File: src/rtl/cpu_pkg.sv
// cpu_pkg: shared CPU datapath widths and instruction encodings
package cpu_pkg;
    localparam int ADDR_W = 32;
    localparam int INST_W = 32;
    localparam logic [INST_W-1:0] NOP = 32'h0000_0013;
endpackage

File: src/rtl/fetch_entry_array.sv
// fetch_entry_array: fetch buffer storage with allocate, fill and head-read ports
module fetch_entry_array #(
    parameter int DEPTH = 4,
    parameter int ADDR_W = cpu_pkg::ADDR_W,
    parameter int INST_W = cpu_pkg::INST_W,
    localparam int PTR_W = $clog2(DEPTH)
) (
    input  logic              clk,
    input  logic              rst,
    input  logic              clr,
    input  logic              alloc_en,
    input  logic [PTR_W-1:0]  alloc_idx,
    input  logic [ADDR_W-1:0] alloc_pc,
    input  logic              fill_en,
    input  logic [PTR_W-1:0]  fill_idx,
    input  logic [INST_W-1:0] fill_data,
    input  logic              pop_en,
    input  logic [PTR_W-1:0]  head_idx,
    output logic [ADDR_W-1:0] head_pc,
    output logic [INST_W-1:0] head_data,
    output logic              head_filled
);
    logic [ADDR_W-1:0] pc_q [DEPTH];
    logic [INST_W-1:0] data_q [DEPTH];
    logic [DEPTH-1:0]  filled_q;

    assign head_pc = pc_q[head_idx];
    assign head_data = data_q[head_idx];
    assign head_filled = filled_q[head_idx];

    // Per-entry update; clr only invalidates, rst also zeroes the payload
    always_ff @(posedge clk) begin
        for (int i = 0; i < DEPTH; i++) begin
            if (rst) begin
                pc_q[i] <= '0;
                data_q[i] <= '0;
                filled_q[i] <= 1'b0;
            end else begin
                if (alloc_en && alloc_idx == PTR_W'(i)) pc_q[i] <= alloc_pc;
                if (fill_en && fill_idx == PTR_W'(i)) data_q[i] <= fill_data;
                if (clr) filled_q[i] <= 1'b0;
                else if (alloc_en && alloc_idx == PTR_W'(i)) filled_q[i] <= 1'b0;
                else if (fill_en && fill_idx == PTR_W'(i)) filled_q[i] <= 1'b1;
                else if (pop_en && head_idx == PTR_W'(i)) filled_q[i] <= 1'b0;
            end
        end
    end
endmodule

File: src/rtl/inst_fetch_buffer.sv
// inst_fetch_buffer: issues PC fetches to imem and queues in-order responses for decode
module inst_fetch_buffer #(
    parameter int DEPTH = 4,
    parameter int ADDR_W = cpu_pkg::ADDR_W,
    parameter int INST_W = cpu_pkg::INST_W
) (
    input  logic              clk,
    input  logic              rst,
    input  logic              pc_valid,
    input  logic [ADDR_W-1:0] pc_addr,
    output logic              pc_ready,
    input  logic              flush,
    output logic              imem_req_valid,
    output logic [ADDR_W-1:0] imem_req_addr,
    input  logic              imem_req_ready,
    input  logic              imem_rsp_valid,
    input  logic [INST_W-1:0] imem_rsp_data,
    output logic              inst_valid,
    output logic [ADDR_W-1:0] inst_pc,
    output logic [INST_W-1:0] inst_data,
    input  logic              inst_ready
);
    localparam int PTR_W = $clog2(DEPTH);
    localparam int CNT_W = PTR_W + 1;
    localparam int SUM_W = CNT_W + 1;

    logic [PTR_W:0]   head, fill, tail, unfilled;
    logic [CNT_W-1:0] alloc_cnt, drop_cnt;
    logic             credit, pop, rsp_drop, rsp_fill, rsp_expected;

    // Dropped responses still hold credit so a refetch can never outrun them
    assign credit = {1'b0, alloc_cnt} + {1'b0, drop_cnt} < SUM_W'(DEPTH);
    assign imem_req_valid = pc_valid & credit & ~flush & ~rst;
    assign imem_req_addr = pc_addr;
    assign pc_ready = imem_req_valid & imem_req_ready;
    assign pop = inst_valid & inst_ready & ~flush;
    assign unfilled = tail - fill;
    assign rsp_expected = (drop_cnt != '0) || (unfilled != '0);
    assign rsp_drop = imem_rsp_valid & (drop_cnt != '0);
    assign rsp_fill = imem_rsp_valid & (drop_cnt == '0) & (unfilled != '0) & ~flush;

    fetch_entry_array #(.DEPTH(DEPTH), .ADDR_W(ADDR_W), .INST_W(INST_W)) entries (
        .clk(clk),
        .rst(rst),
        .clr(flush),
        .alloc_en(pc_ready),
        .alloc_idx(tail[PTR_W-1:0]),
        .alloc_pc(pc_addr),
        .fill_en(rsp_fill),
        .fill_idx(fill[PTR_W-1:0]),
        .fill_data(imem_rsp_data),
        .pop_en(pop),
        .head_idx(head[PTR_W-1:0]),
        .head_pc(inst_pc),
        .head_data(inst_data),
        .head_filled(inst_valid)
    );

    // Pointers and counters; a flush turns every pending response into a drop
    always_ff @(posedge clk) begin
        if (rst) begin
            head <= '0;
            fill <= '0;
            tail <= '0;
            alloc_cnt <= '0;
            drop_cnt <= '0;
        end else if (flush) begin
            head <= tail;
            fill <= tail;
            alloc_cnt <= '0;
            drop_cnt <= drop_cnt + unfilled - CNT_W'(imem_rsp_valid & rsp_expected);
        end else begin
            tail <= tail + CNT_W'(pc_ready);
            fill <= fill + CNT_W'(rsp_fill);
            head <= head + CNT_W'(pop);
            alloc_cnt <= alloc_cnt + CNT_W'(pc_ready) - CNT_W'(pop);
            drop_cnt <= drop_cnt - CNT_W'(rsp_drop);
        end
    end

    // Memory must never answer a request that was not made
    always_ff @(posedge clk) begin
        if (!rst && imem_rsp_valid) assert (rsp_expected);
    end
endmodule

File: config.mk
export PLATFORM = sky130hd
export DESIGN_NAME = inst_fetch_buffer
export DESIGN_NICKNAME = d
export VERILOG_FILES = /design/src/rtl/cpu_pkg.sv /design/src/rtl/fetch_entry_array.sv /design/src/rtl/inst_fetch_buffer.sv
export SDC_FILE = /design/constraint.sdc
export NUM_CORES = 1
export LEC_CHECK = 0
export ABC_AREA = 1
export ABC_CLOCK_PERIOD_IN_PS = 4500
export CORE_ASPECT_RATIO = 1.4
export CORE_UTILIZATION = 50
export CTS_BUF_LIST = sky130_fd_sc_hd__clkbuf_8
export DETAILED_ROUTE_END_ITERATION = 10
export PLACE_DENSITY = 0.74
export SLEW_MARGIN = 15
export SYNTH_ARGS = -nofsm -noshare
export SYNTH_HDL_FRONTEND = slang
export SYNTH_SLANG_ARGS = --single-unit
export TNS_END_PERCENT = 1
File: constraint.sdc
create_clock -name clk -period 4.5 [get_ports clk]
set_input_delay 0.675 -clock clk [delete_from_list [all_inputs] [get_ports clk]]
set_output_delay 0.675 -clock clk [all_outputs]
set_load 0.05 [all_outputs]
==> run summary, run 1 <==
Clock Path Buffers: 3
Slew HR: 39.9%
crit-path cells: buf_4 > nand3_1 > nand3_1 > clkdlybuf4s50_1
yosys warns: 0
Die ar.: 25700 um2
NumNets Final: 1343
cell area after synthesis: 12500 um2
mux cell area share after synthesis: 0%
DIE WIDTH: 136 um
main combinational cell family by area after synthesis: simple AND/OR/NAND/NOR gates
core area: 24700 um2
root buffer cell: clkbuf_8
period utilisation layout: 88.0%
ratio of cells with drive above 1 in the final layout: 10.3%
Final Hold Viols: 0
max frequency: 252 MHz
CP top delay family: buffers and inverters
CTS-repair resized insts: 0
gr usage total: 23.2%
crit-path most repeated cell: nand3_1
internal power: 4.05 mW
Worst-path clk slew: 0.06 ns
pwr dens: 373 nW/um2
Syn Inst Count: 1133
CTS H-tree lvls: 2
Pleak: 5.85 nW
Arr. time, crit path: 3.29 ns
postcts setup bufs: 0
Simple-Gate Fraction of Synth Area: 20.4%
number of buffers created by CTS: 41
worst-skew pair later-pin latency: 0.55 ns
synth top area cells: edfxtp_1 61%, nand3_1 7.9%, nor2_1 5.4%
worst-margin pin slew: 0.899 ns
CTS tree: yes
crit end category: output pin
Hold WC Path Type: register to register
Overflow after GRT: 0
clock skew: 0.0237 ns
Synth area leader: edfxtp_1
Placer Congestion: 0.778
Min Hold Slack: 0.480 ns
# fillers: 2007
slowest cell delay on critical path: 0.83 ns
sequential power share: 53.2%
slowest cell on the critical path: clkdlybuf4s50_1
initial antenna violation count: 1
share of the synthesized area in the top cell type: 61.3%
Ports: 170
First-pass DRT Iterations: 5
# hold bufs at CTS: 0
commonest cells after routing, fill and taps aside: 256 x edfxtp_1, 197 x nand3_1, 179 x nor2_1
drt drc: 0
DR iter-0 viols: 741
Vias: 8879
Net Switching: 1.46 mW
RSZ-0062 raised after global routing: no
vias in the first global route: 8900
Sw Ratio: 26.5%
hpwl dp: 17200 um
area grow syn2layout: 17.8%
Compound-Gate Fraction of Synth Area: 4.49%
Setup Viol. Count Final: 0
critical path peak fanout: 79
critical path class: register to output pin
Post-Synth XOR/XNOR Area: 0.349%
starting density of the core: 50.8%
mean area per synthesized cell: 11.1 um2
via-per-instance ratio: 5.58
first-pass GRT wire length: 45600 um
TritonCTS Sinks: 274
VDD IR max: 236 uV
n_diodes: 0
Total Neg Setup Slack: 0 ns
CP Buf/Inv Count: 2
Netlist cell types: 31
ANT nets after route: 0
most common cell after layout, fill and taps aside: edfxtp_1
Port Buffers: 169
Syn Nets: 1222
Wirelength per Cell: 18.3 um
clock power share: 32.9%
die height: 189 um
Post-Route WL: 29200 um
CP required: 3.83 ns
flops & latches, synth: 274
power share of the combinational group: 13.9%
# Max-Cap Violations: 0
outcome: finished clean
Max Transition Viols Final: 0
Post-Synth Adder-Cell Area: 1.98%
Seq/Total Area, Yosys: 64.2%
Final Critical Period: 3.96 ns
largest net degree at the start of global routing: 80
row cnt: 68
crit path launch type: register
-- cell usage after synthesis --
| cell type | number |
|---|---|
| buf_1 | 1 |
| nand3_1 | 197 |
| nand3_2 | 3 |
| fa_1 | 3 |
| a21oi_1 | 6 |
| o21ai_0 | 9 |
| and2_1 | 1 |
| nand3b_2 | 1 |
| edfxtp_1 | 256 |
| nand3_4 | 1 |
| nor2_1 | 179 |
| buf_2 | 6 |
| nor2_4 | 4 |
| buf_6 | 21 |
| inv_2 | 3 |
| a22oi_1 | 63 |
| nand2_1 | 54 |
| nor3_1 | 64 |
| nand2_2 | 4 |
| dfxtp_1 | 18 |
| o31ai_1 | 1 |
| clkbuf_1 | 47 |
| ha_1 | 15 |
| nand4_1 | 3 |
| or2_2 | 1 |
| buf_4 | 32 |
| nor2_2 | 31 |
| xnor2_1 | 5 |
| o21bai_1 | 1 |
| inv_1 | 101 |
| nand2_4 | 2 |
-- state kept, by name (all words and copies together) (netlist names) --
signal	flops
drop_cnt	3
entries.filled_q	4
tail	3
alloc_cnt	3
entries.data_q	128
entries.pc_q	128
head	2
fill	3
-- worst register-to-register path, stage by stage (launching register included) --
cell     delay [ns]
dfxtp_4        0.75
buf_4          0.78
nand2_1        0.15
nand2_1        0.13
nand2_1        0.12
inv_1          0.13
ha_1           0.24
inv_1          0.06
ha_1           0.13
inv_1          0.05
fa_1           0.37
xnor2_1        0.14
or2_2          0.28
a21oi_1        0.13
-- path summary, 6_finish.rpt --
kind | start | slack, ns | depth (start not counted) | to
setup reg to reg | head[1] | 0.98 | 13 | alloc_cnt[2]
setup / recovery | head[1] | 0.54 | 4 | inst_data[23]
hold / removal | entries.filled_q[2] | 0.48 | 2 | entries.filled_q[2]
hold reg to reg | entries.filled_q[2] | 0.48 | 2 | entries.filled_q[2]
-- per-layer routing --
metal / up-vias / GRT usage [%] / share of wire (%)
li1: 4162 / - / -
met1: 4308 / 26.9 / 38
met2: 340 / 41.3 / 53
met3: 67 / 4.36 / 6.4
met4: 2 / 10.1 / 3.1
met5: - / 0 / 0.045
-- cell families (layout without fill, tap and decap cells) --
group	after synthesis	count (layout)
xor+xnor	5	5
flops	274	274
buf+inv	211	355
compound gates	80	80
fa+ha+maj	18	18
simple gates	545	545
-- layout make-up --
cell class	instances	area, um2	area share (%)
multi-input cells	648	3420	23.2
clock buffers	41	564	3.82
clock inverters	25	133	0.898
repair buffers	185	1810	12.3
flip-flops and latches	274	8060	54.5
well taps	315	394	2.67
inverters	104	390	2.64
-- power groups by stage --
stage	Combinational (mW)	Clock, mW	Sequential [mW]
6_report	0.767	1.81	2.93
5_1_grt	0.834	1.94	2.94
4_1_cts	0.773	1.83	2.93
3_5_place_dp	0.771	0	2.99
3_3_place_gp	0.758	0	2.98
2_1_floorplan	0.513	0	2.98
-- per-stage QoR --
step / instance area [um2] / power (mW) / setup WS [ns] / utilization, % / cells
after floorplan: 12500 / 3.49 / 1.37 / - / 1133
after global placement: 14100 / 3.74 / 1.04 / 57.0 / 1526
after detailed placement: 14100 / 3.76 / 0.985 / 57.0 / 1526
after CTS: 14800 / 5.54 / 0.562 / 59.9 / 1592
after global routing: 14800 / 5.71 / 0.377 / 59.9 / 1592
final: 14800 / 5.51 / 0.539 / 59.9 / 1592
No activity file was read; power rests on OpenSTA's default activity.
==> inputs of run 2 (changes only) <==
- CORE_MARGIN: default -> 4
==> run 2 against run 1 <==
Compared with the run above:
- clock power increased by 7%
- power increased by 2.3%
- via count increased by 0.55%
- sequential share of layout area decreased by 0.30 points
- combinational power about the same
- hold slack got worse by 0.0030 ns
==> run summary, run 2 (same netlist as run 1, synthesis figures left out) <==
outcome: finished clean (unchanged)
Setup Viol. Count Final: 0 (unchanged)
clock power share: 34.3% (was 32.9%)
Ports: 170 (unchanged)
worst-margin pin slew: 1.08 ns (was 0.899 ns)
Final Hold Viols: 0 (unchanged)
Sw Ratio: 26.1% (was 26.5%)
Placed Cells: 1528 (was 1526)
TritonCTS Sinks: 274 (unchanged)
core area: 24700 um2 (unchanged)
Hold WC Path Type: register to register (unchanged)
crit end category: output pin (unchanged)
number of buffers created by CTS: 41 (unchanged)
die height: 195 um (was 189 um)
root buffer cell: clkbuf_8 (unchanged)
Port Buffers: 169 (unchanged)
sequential power share: 52.0% (was 53.2%)
starting density of the core: 50.8% (unchanged)
internal power: 4.16 mW (was 4.05 mW)
period utilisation layout: 88.6% (was 88.0%)
cell count of the worst reg-to-reg path: 13 (unchanged)
commonest cells after routing, fill and taps aside: 256 x edfxtp_1, 197 x nand3_1, 179 x nor2_1 (unchanged)
CTS-repair resized insts: 0 (unchanged)
ratio of cells with drive above 1 in the final layout: 10.0% (was 10.3%)
worst slack, placed: 0.988 ns (was 0.985 ns)
initial antenna violation count: 0 (was 1)
Overflow after GRT: 0 (unchanged)
Placer Congestion: 0.861 (was 0.778)
critical path peak fanout: 99 (was 79)
Die ar.: 27700 um2 (was 25700 um2)
Max Transition Viols Final: 0 (unchanged)
Vias: 8928 (was 8879)
# hold bufs at CTS: 0 (unchanged)
crit path launch type: register (unchanged)
most common cell after layout, fill and taps aside: edfxtp_1 (unchanged)
first-pass GRT wire length: 46700 um (was 45600 um)
Arr. time, crit path: 3.31 ns (was 3.29 ns)
slowest cell delay on critical path: 0.89 ns (was 0.83 ns)
CP required: 3.83 ns (about the same)
crit-path cells: buf_4 > nand3_1 > nand3_1 > clkdlybuf4s50_1 (unchanged)
biggest regs: entries.data_q (128), entries.pc_q (128), entries.filled_q (4) (unchanged)
hold-critical path endpoint: entries.filled_q[1] (was entries.filled_q[2])
Net Switching: 1.47 mW (was 1.46 mW)
VDD IR max: 293 uV (was 236 uV)
Total Neg Setup Slack: 0 ns (unchanged)
Pleak: 5.93 nW (was 5.85 nW)
Worst-path clk slew: 0.06 ns (about the same)
worst setup margin: 0.511 ns (was 0.539 ns)
fin util: 60.2% (was 59.9%)
RSZ-0062 raised after global routing: no (unchanged)
DIE WIDTH: 142 um (was 136 um)
n_diodes: 0 (unchanged)
worst-skew pair later-pin latency: 0.54 ns (was 0.55 ns)
Final Critical Period: 3.99 ns (was 3.96 ns)
min-delay src: entries.filled_q[1] (was entries.filled_q[2])
area grow syn2layout: 18.4% (was 17.8%)
power share of the combinational group: 13.6% (was 13.9%)
# Max-Cap Violations: 0 (unchanged)
largest net degree at the start of global routing: 100 (was 80)
max frequency: 251 MHz (was 252 MHz)
R2R Path End: alloc_cnt[2] (unchanged)
ANT nets after route: 0 (unchanged)
Worst R2R Setup Slack: 0.92 ns (was 0.98 ns)
hpwl dp: 17800 um (was 17200 um)
CTS tree: yes (unchanged)
gr usage total: 21.3% (was 23.2%)
Post-Route WL: 29700 um (was 29200 um)
DR iter-0 viols: 760 (was 741)
critical path class: register to output pin (unchanged)
Final Instance Count excl. Fillers: 1600 (was 1592)
crit-path most repeated cell: nand3_1 (unchanged)
row cnt: 68 (unchanged)
drt drc: 0 (unchanged)
vias in the first global route: 9153 (was 8900)
clock skew: 0.0123 ns (was 0.0237 ns)
Wirelength per Cell: 18.5 um (was 18.3 um)
# fillers: 2035 (was 2007)
First-pass DRT Iterations: 6 (was 5)
NumNets Final: 1345 (was 1343)
slowest cell on the critical path: buf_4 (was clkdlybuf4s50_1)
post-route design area: 14800 um2 (about the same)
Post-DP Area: 14100 um2 (about the same)
CTS H-tree lvls: 2 (unchanged)
Slew HR: 27.7% (was 39.9%)
Clock Path Buffers: 3 (unchanged)
postcts setup bufs: 0 (unchanged)
via-per-instance ratio: 5.58 (about the same)
Worst R2R Start: head[1] (unchanged)
Hold Path Stages: 2 (unchanged)
pwr dens: 380 nW/um2 (was 373 nW/um2)
run 2: cell count changes in the layout (fill, tap and decap cells not counted), sizes merged:
| cell | before | now |
|---|---|---|
| clkinv | 13 | 6 |
| bufinv | 1 | 2 |
| clkinvlp | 2 | 0 |
| clkbuf | 41 | 44 |
| inv | 113 | 124 |
| buf | 26 | 22 |
| clkdlybuf4s50 | 159 | 165 |
run 2: routing by layer:
metal,track usage [%],part of all wire [%],vias up
met1,24.8,37,4340
met5,0,0,-
li1,-,-,4161
met3,3.72,7.3,60
met2,38.9,53,367
met4,7.93,3.0,0
run 2: worst max-delay path, delay by kind of cell, from the launching register on:
family | cells | cell delay (ns)
DFF | 1 | 0.61
and+or+nand+nor | 2 | 0.37
buffers and inverters | 2 | 1.72
run 2: how the worst max path moves through the flow:
stage                        from           end  slack [ns]
after detailed placement  head[1]  alloc_cnt[2]        0.99
after global placement      flush      pc_ready        1.05
after global routing      head[1]  inst_data[0]        0.37
final                     head[1]  inst_data[0]        0.51
after CTS                 head[1]    inst_pc[8]        0.53
after floorplan           tail[0]   drop_cnt[2]        1.37
run 2: final cells by class:
cell class,instances,area [um2],share of cell area [%]
Multi-Input combinational cell,648,3420,23.1
Clock buffer,44,606,4.08
Timing Repair Buffer,187,1810,12.2
Tap cell,315,394,2.65
Sequential cell,274,8050,54.2
Inverter,104,390,2.63
Clock inverter,28,166,1.12
run 2: power by group through the flow:
stage          registers, mW  clock network (mW)  logic (mW)
2_1_floorplan           2.98                   0       0.513
3_3_place_gp            2.98                   0       0.761
3_5_place_dp            2.99                   0       0.773
4_1_cts                 2.93                1.96       0.777
5_1_grt                 2.94                2.07       0.835
6_report                2.93                1.93       0.769
run 2: stage by stage:
stage,hold slack [ns],power [mW]
final,0.477,5.63
after global routing,0.521,5.85
after CTS,0.482,5.67
after detailed placement,0.474,3.76
after global placement,0.470,3.74
after floorplan,0.449,3.49
==> inputs of run 3 (changes only) <==
- SKIP_CTS_REPAIR_TIMING: default -> 1
==> results of run 3 <==
Final layout, timing and power as in run 2 (identical DEF).
